<file path="src/rtl/dds_cfg_sequencer.sv">
// Front-panel control sequencer for the DDS core.
// Tracks the frequency, step size and waveform selection. Converts the frequency to a
// phase tuning word with an iterative shift-add multiply, then pushes each configuration
// to the DDS core over a valid/ready handshake.
module dds_cfg_sequencer #(
    parameter int unsigned FREQ_W     = 24,
    parameter int unsigned FREQ_MIN   = 1,
    parameter int unsigned FREQ_MAX   = 10000000,
    parameter int unsigned FREQ_INIT  = 1000,
    parameter int unsigned FTW_W      = 32,
    parameter int unsigned FTW_PER_HZ = 3909374
) (
    input  logic             Fg_CLK,
    input  logic             RESETn,
    input  logic             BtnUp,
    input  logic             BtnDn,
    input  logic             BtnStep,
    input  logic             BtnMode,
    input  logic             CfgReady,
    output logic             CfgValid,
    output logic [FTW_W-1:0] FTW,
    output logic [1:0]       WaveSel,
    output logic [2:0]       StepIdx,
    output logic             Busy
);

    localparam int unsigned PROD_W = FREQ_W + 32;
    localparam int unsigned SUM_W  = FREQ_W + 1;
    localparam int unsigned CNT_W  = $clog2(FREQ_W + 1);

    // Pending-bit positions
    localparam int unsigned P_UP   = 0;
    localparam int unsigned P_DN   = 1;
    localparam int unsigned P_STEP = 2;
    localparam int unsigned P_MODE = 3;

    typedef enum logic [2:0] {
        S_INIT,
        S_IDLE,
        S_OP,
        S_MUL,
        S_PUSH
    } state_t;

    typedef enum logic [1:0] {
        OP_UP,
        OP_DN,
        OP_STEP,
        OP_MODE
    } op_t;

    state_t              state;
    op_t                 op;
    op_t                 sel_op;
    logic [3:0]          pend;
    logic [3:0]          pend_set;
    logic [3:0]          pend_clr;
    logic [3:0]          sel_oh;
    logic [FREQ_W-1:0]   freq;
    logic [FREQ_W-1:0]   freq_next;
    logic [FREQ_W-1:0]   step_hz;
    logic [SUM_W-1:0]    up_sum;
    logic [SUM_W-1:0]    dn_floor;
    logic [PROD_W-1:0]   acc;
    logic [PROD_W-1:0]   mcand;
    logic [PROD_W-1:0]   mul_sum;
    logic [FREQ_W-1:0]   mplier;
    logic [CNT_W-1:0]    cnt;

    // Step size in Hz for the current step index
    always_comb begin
        step_hz = FREQ_W'(1);
        case (StepIdx)
            3'd0:    step_hz = FREQ_W'(1);
            3'd1:    step_hz = FREQ_W'(10);
            3'd2:    step_hz = FREQ_W'(100);
            3'd3:    step_hz = FREQ_W'(1000);
            3'd4:    step_hz = FREQ_W'(10000);
            3'd5:    step_hz = FREQ_W'(100000);
            default: step_hz = FREQ_W'(1);
        endcase
    end

    // Saturating frequency update for the latched operation
    always_comb begin
        up_sum    = {1'b0, freq} + {1'b0, step_hz};
        dn_floor  = SUM_W'(FREQ_MIN) + {1'b0, step_hz};
        freq_next = freq;
        case (op)
            OP_UP:   freq_next = (up_sum > SUM_W'(FREQ_MAX)) ? FREQ_W'(FREQ_MAX)
                                                             : up_sum[FREQ_W-1:0];
            OP_DN:   freq_next = ({1'b0, freq} < dn_floor) ? FREQ_W'(FREQ_MIN)
                                                           : freq - step_hz;
            default: freq_next = freq;
        endcase
    end

    // Request selection (MODE > STEP > UP > DN) and pending-bit set/clear
    always_comb begin
        sel_op   = OP_DN;
        sel_oh   = 4'b0000;
        pend_set = {BtnMode, BtnStep, BtnDn, BtnUp};
        if (pend[P_MODE]) begin
            sel_op = OP_MODE;
            sel_oh = 4'b1000;
        end else if (pend[P_STEP]) begin
            sel_op = OP_STEP;
            sel_oh = 4'b0100;
        end else if (pend[P_UP]) begin
            sel_op = OP_UP;
            sel_oh = 4'b0001;
        end else if (pend[P_DN]) begin
            sel_op = OP_DN;
            sel_oh = 4'b0010;
        end
        pend_clr = (state == S_IDLE) ? sel_oh : 4'b0000;
    end

    // One shift-add partial product per MUL cycle
    always_comb begin
        mul_sum = acc + (mplier[0] ? mcand : '0);
    end

    // Sequencer state, configuration registers and multiplier datapath
    always_ff @(posedge Fg_CLK or negedge RESETn) begin
        if (!RESETn) begin
            state    <= S_INIT;
            op       <= OP_UP;
            pend     <= 4'b0000;
            freq     <= FREQ_W'(FREQ_INIT);
            StepIdx  <= 3'd2;
            WaveSel  <= 2'd0;
            acc      <= '0;
            mcand    <= '0;
            mplier   <= '0;
            cnt      <= '0;
            CfgValid <= 1'b0;
            FTW      <= '0;
            Busy     <= 1'b1;
        end else begin
            // set wins over a same-edge clear
            pend <= (pend & ~pend_clr) | pend_set;
            case (state)
                S_INIT: begin
                    acc    <= '0;
                    mcand  <= PROD_W'(FTW_PER_HZ);
                    mplier <= freq;
                    cnt    <= '0;
                    state  <= S_MUL;
                end
                S_IDLE: begin
                    if (|pend) begin
                        op    <= sel_op;
                        state <= S_OP;
                        Busy  <= 1'b1;
                    end
                end
                S_OP: begin
                    freq <= freq_next;
                    if (op == OP_STEP) begin
                        StepIdx <= (StepIdx == 3'd5) ? 3'd0 : StepIdx + 3'd1;
                        state   <= S_IDLE;
                        Busy    <= 1'b0;
                    end else begin
                        if (op == OP_MODE) begin
                            WaveSel <= WaveSel + 2'd1;
                        end
                        acc    <= '0;
                        mcand  <= PROD_W'(FTW_PER_HZ);
                        mplier <= freq_next;
                        cnt    <= '0;
                        state  <= S_MUL;
                    end
                end
                S_MUL: begin
                    acc    <= mul_sum;
                    mcand  <= mcand << 1;
                    mplier <= mplier >> 1;
                    cnt    <= cnt + CNT_W'(1);
                    if (cnt == CNT_W'(FREQ_W - 1)) begin
                        FTW      <= mul_sum[FTW_W+15:16];
                        CfgValid <= 1'b1;
                        state    <= S_PUSH;
                    end
                end
                S_PUSH: begin
                    if (CfgReady) begin
                        CfgValid <= 1'b0;
                        state    <= S_IDLE;
                        Busy     <= 1'b0;
                    end
                end
                default: begin
                    state <= S_INIT;
                    Busy  <= 1'b1;
                end
            endcase
        end
    end

endmodule

</file>
<file path="config.mk">
export PLATFORM = sky130hd
export DESIGN_NAME = dds_cfg_sequencer
export DESIGN_NICKNAME = d
export VERILOG_FILES = /design/src/rtl/dds_cfg_sequencer.sv
export SDC_FILE = /design/constraint.sdc
export NUM_CORES = 1
export LEC_CHECK = 0
export CAP_MARGIN = 20
export CORE_MARGIN = 2
export CORE_UTILIZATION = 30
export DETAILED_ROUTE_END_ITERATION = 10
export GPL_ROUTABILITY_DRIVEN = 0
export PLACE_DENSITY = 0.56
export SLEW_MARGIN = 20
export SYNTH_ARGS = -nofsm -noshare
export SYNTH_HDL_FRONTEND = slang
export SYNTH_SLANG_ARGS = --single-unit
</file>
<file path="constraint.sdc">
create_clock -name Fg_CLK -period 4.75 [get_ports Fg_CLK]
set_clock_uncertainty 0.2 [all_clocks]
set_input_delay 1.1875 -clock Fg_CLK [delete_from_list [all_inputs] [get_ports Fg_CLK]]
set_output_delay 1.1875 -clock Fg_CLK [all_outputs]
set_load 0.03 [all_outputs]
</file>
After elaboration in Yosys (flattened, before gate mapping)
Cells that the tools add are included.
{"block": "classes", "n_addsub": 7, "order_cmp": 2, "eq_ne": 18, "n_mux": 33, "bitwise_logic": 5, "reduce_logical": 14}
{"cell": "one-hot mux 56 bit (3 select lines)", "n": 2}
{"cell": "two-way mux 56 bit", "n": 3}
{"cell": "one-hot mux 17 bit (5 select lines)", "n": 1}
{"cell": "two-way mux 24 bit", "n": 3}
{"cell": "one-hot mux 24 bit (3 select lines)", "n": 1}
{"cell": "adder 56 bit", "n": 1}
{"cell": "one-hot mux 24 bit (2 select lines)", "n": 1}
{"cell": "adder 1 x 24 -> 25 bit, first input constant", "n": 1}
{"cell": "adder 24 x 24 -> 25 bit", "n": 1}
{"cell": "> comparator 25 x 24 -> 1 bit, second input constant", "n": 1}
{"cell": "less-than comparator 24 x 25 -> 1 bit", "n": 1}
{"cell": "subtractor 24 bit", "n": 1}
{"cell": "two-way mux 3 bit", "n": 5}
{"cell": "one-hot mux 3 bit (5 select lines)", "n": 1}
{"cell": "one-hot mux 5 bit (3 select lines)", "n": 1}
{"cell": "== test 3 x 2 -> 1 bit, second input constant", "n": 4}
{"cell": "two-way mux 2 bit", "n": 5}
{"cell": "== test 3 bit, second input constant", "n": 3}
{"cell": "AND reduction 3 bit", "n": 3}
{"cell": "two-way mux 4 bit", "n": 2}
{"cell": "inequality test 2 bit, second input constant", "n": 4}
{"cell": "AND reduction 2 bit", "n": 4}
{"cell": "== test 3 x 1 -> 1 bit, second input constant", "n": 2}
{"cell": "adder 5 x 1 -> 5 bit, second input constant", "n": 1}
{"cell": "other kinds (21)", "n": 27}
{"block": "word_totals", "reg_bits": 213, "inputBits": 7, "out_inout_bits": 39, "wordCells": 92}

Depth between registers and ports, before layout
{"block": "logic_depth", "ltp_word": 8, "ltp_mapped": 22, "mapped_depth_nobuf": 21}

Worst setup path before layout
No wires, ideal clock.
{"block": "synth_timing", "path_type": "register to register", "from": "register StepIdx[1]", "to": "register mplier[12]", "setup_ps": 120, "arrival_ps": 4888, "required_time_ps": 4430, "setup_slack_ps": -458, "path_stages_with_launch": 20, "n_path_buf": 2, "period_less_slack_ps": 5208, "cell_sequence": "dfstp_2 nand2_1 inv_1 ha_1 clkbuf_1 nor2_1 ha_1 buf_4 or3b_1 or4_1 a21o_1 a21o_1 a21o_1 or4_1 nand3_2 nor2b_1 a21oi_4 a31oi_1 or4_1 a31o_1"}
{"block": "synth_between", "elab_chain_cells": 8, "word_cells_on_any_way": 16, "cone_classes": "add/sub (3); order compare (2); eq/ne (5); mux (6)"}
{"element": "from (decl)", "line": "23", "rtl": "output logic [2:0] StepIdx,"}
{"element": "from (signal assigned)", "line": "161", "rtl": "StepIdx <= (StepIdx == 3'd5) ? 3'd0 : StepIdx + 3'd1;"}
{"element": "== test 3 bit, or another cell as far along", "line": "73", "rtl": "case (StepIdx)"}
{"element": "one-hot mux 17 bit (5 select lines) *", "line": "73"}
{"element": "adder 1 x 24 -> 25 bit or adder 24 x 24 -> 25 bit (tied branches)", "line": "87, 86"}
{"element": "less-than comparator 24 x 25 -> 1 bit or > comparator 25 x 24 -> 1 bit (tied branches)", "line": "92, 90"}
{"element": "two-way mux 24 bit (on tied branches)", "line": "92, 90"}
{"element": "one-hot mux 24 bit (2 select lines) *", "line": "89", "rtl": "case (op)"}
{"element": "two-way mux 24 bit *", "line": "160", "rtl": "if (op == OP_STEP) begin"}
{"element": "one-hot mux 24 bit (3 select lines) *", "line": "143", "rtl": "case (state)"}
{"element": "to (signal assigned)", "line": "147", "rtl": "mplier <= freq;"}
{"element": "to (signal assigned)", "line": "170", "rtl": "mplier <= freq_next;"}
{"element": "to (signal assigned)", "line": "178", "rtl": "mplier <= mplier >> 1;"}
{"element": "to (decl)", "line": "67", "rtl": "logic [FREQ_W-1:0] mplier;"}
Mark *: on every way between the ends. The rest lies on a longest branch, timed or not. The select of a mux whose other input is x is not followed.
A chain may end at the register's enable or synchronous reset.

Final worst setup path
Same ends and word-level chain as after synthesis.

==> results_dict.tcl <==
set metrics [dict create \
    path_cells "nand2b_4, inv_4, nand2_2, inv_1, nor2_1, ha_1, or4_4, a21o_4, a21o_1, a211o_1, a211o_1, and4bb_1, a211oi_4, buf_6, a21oi_4, a31oi_1, or4_4, a31o_1" \
    cts_buffers 17 \
    drtIter0Drc 803 \
    grt_pass1_vias 11900 \
    hold_viol_final 0 \
    slew_violations 0 \
    final_nets 1770 \
    cp.arrival_ns 4.95 \
    syn-instance-count 1535 \
    slowest_delay_ns 0.57 \
    synth-async-reset-ratio_pct 100 \
    hpwl_mm 27.2 \
    netlist_area_sq_mm 0.0132 \
    grt.total_usage_pct 16.4 \
    dp_cells 2222 \
    seq_area_frac_synth_pct 36.9 \
    initial_utilization_pct 30.6 \
    syn_to_final_growth_pct 24.6 \
    pre_cts_ws_ns -0.173 \
    leakage_nw 7.36 \
    hold_path.class "reg2reg" \
    grt_setup_unrepaired "yes" \
    die_height_um 214 \
    yosysTopAreaCellShare_pct 35.3 \
    period_needed_ns 4.82 \
    clockBufferDepth 2 \
    synth_top_area_cell "dfrtp_1" \
    ys_top_cells_by_area "dfrtp_1 35%, ha_1 8.2%, nand2_1 5.5%" \
    cpLargestDelayFamily "simple AND/OR/NAND/NOR gates" \
    path_buf_inv 3 \
    slowest_stage "dfstp_2" \
    routed_via_density 5.29 \
    relSlewSlack_pct 40.9 \
    rows 76 \
    overflow 0 \
    synth_edf_count 0 \
    num_io_pins 46 \
    final_cell_mix "191 x nand2_1, 186 x dfrtp_1, 139 x buf_4, 113 x o21ai_0, 107 x nor2_1" \
    cts_max_level 4 \
    synth_cell_types 81 \
    ctsRootBufferMaster "clkbuf_16" \
    drive_gt1_share_pct 18.4 \
    ant_nets 0 \
    max_freq_ghz 0.208 \
    grt_max_degree 84 \
    antenna_cells 0 \
    cap_violations 0 \
    status "finished, violations left" \
    wl_per_cell_um 16.5 \
    clock_sinks 195 \
    setup_viol 6 \
    die_w_um 214 \
    synth_flop_cell "dfrtp_1" \
    core_area_sq_mm 0.0434 \
    finalWirelength_mm 37.5 \
    fin_cells 2272 \
    syn_avg_cell_area_sq_um 8.63 \
    end_kind "register" \
    peakVddDrop_mv 0.347 \
    violations "negative setup slack" \
    final_common_cell "nand2_1" \
    ys_ff_latch 195 \
    final_util_pct 38.1 \
    total_power_mw 11.4 \
    holdWs_ns 0.272 \
    synth_nets 1631 \
    cts_tree "yes" \
    numPortBuffers 45 \
    die_area_sq_mm 0.0459 \
    tightest_slew_ns 0.884 \
    critPathMaxFanout 5 \
    period_share_pct 101 \
    antenna_found_initial 1 \
    drt-pass1-iter-count 6 \
    grt_pass1_wl_mm 62.3 \
    power_density_mw_per_mm2 690 \
    required_ns 4.88 \
    clkTransAtPathRegs_ns 0.07 \
    critPathKind "reg2reg" \
    insertion_delay_ns 0.45 \
    ys_warn_count 0 \
    start_kind "register" \
    fin_ws_ns -0.0686 \
    fill_cells 4447 \
    drc 0 \
    num_vias 12000 \
]
-- power by group --
group / internal (mW) / switching, mW / total [mW] / leakage [nW]
Clock: 0.776 / 0.669 / 1.44 / 0.285
Combinational: 3.19 / 4.04 / 7.22 / 4.62
Sequential: 2.22 / 0.509 / 2.73 / 2.46
Total: 6.18 / 5.21 / 11.4 / 7.36
-- worst register-to-register path, stage by stage, from the launching register on --
cell      delay [ns]
dfstp_2         0.57
nand2b_4        0.15
inv_4           0.05
nand2_2         0.11
inv_1           0.13
nor2_1          0.18
ha_1            0.31
or4_4           0.55
a21o_4          0.23
a21o_1          0.17
a211o_1         0.25
a211o_1         0.28
and4bb_1        0.32
a211oi_4        0.06
buf_6           0.14
a21oi_4         0.16
a31oi_1         0.12
or4_4           0.50
a31o_1          0.21
-- logic make-up after synthesis --
family,count (synthesis),synth area share [%]
mux,9,0.727
buf+inv,129,3.72
xor+xnor,57,3.77
simple gates,537,19.7
flops,195,36.9
compound gates,519,26.6
fa+ha+maj,89,8.52
-- registers in the layout, indices dropped and copies added (netlist names), 3 cells and up --
register  count
StepIdx       3
state         3
freq         24
FTW          32
cnt           5
mplier       24
pend          4
mcand        47
acc          47
-- timing repair --
action,4_1_cts,5_1_grt
cloned,0,0
gates resized for setup,35,82
hold endpoints to repair,0,0
endpoints found under the setup margin,36,47
setup buffers,9,11
hold buffers,0,0
pin swaps,23,44
-- per-layer routing --
layer | global-route usage, % | wire length, um | vias to the layer above
met3 | 2.45 | 1540 | 44
met2 | 26.9 | 17400 | 251
met4 | 4.21 | 636 | 2
li1 | - | - | 5863
met5 | 0 | 11 | -
met1 | 22.5 | 17900 | 5861
-- worst paths after layout --
| check | start | endpoint | slack (ns) | depth (start not counted) |
|---|---|---|---|---|
| worst max-delay path | StepIdx[1] | mplier[12] | -0.07 | 18 |
| worst min-delay path | FTW[6] | FTW[6] | 0.27 | 2 |
| worst max register to register | StepIdx[1] | mplier[12] | -0.07 | 18 |
| worst min register to register | FTW[6] | FTW[6] | 0.27 | 2 |
| max in group asynchronous | RESETn | Busy | 2.82 | 2 |
| min in group asynchronous | RESETn | FTW[13] | 0.55 | 1 |
-- metrics by stage --
| step | area [sq um] | setup TNS [ns] |
|---|---|---|
| floorplan | 13400 | -1.49 |
| global placement | 15300 | -0.796 |
| detailed placement | 15300 | -2.38 |
| CTS | 16100 | -0.167 |
| global route | 16500 | -3.10 |
| finish | 16500 | -0.157 |
-- layout make-up --
type / instances / area (sq um) / share of cell area [%]
inverters: 50 / 190 / 1.15
well taps: 585 / 732 / 4.43
multi-input cells: 1211 / 8450 / 51.2
clock inverters: 9 / 95.1 / 0.576
repair buffers: 199 / 1680 / 10.1
flip-flops and latches: 195 / 4890 / 29.6
clock buffers: 23 / 478 / 2.90
-- Yosys cell counts (8+ instances only) --
cell type	count
a21oi_1	109
or3_1	16
a31oi_1	18
nand2b_1	20
o21ai_0	123
o31ai_1	16
dfstp_2	8
ha_1	87
nor3_1	17
xor2_1	19
nor4_1	8
or2_2	10
clkbuf_1	73
nand3_1	29
inv_1	50
o211ai_1	10
a21o_1	33
a22o_1	66
o21a_1	19
and2_1	54
a211oi_1	17
o21bai_1	14
o22a_1	18
nand2_1	195
or4_1	10
xnor2_1	38
nor2b_1	19
and3_1	11
dfrtp_1	187
nor2_1	115
No activity file was read; power rests on OpenSTA's default activity.
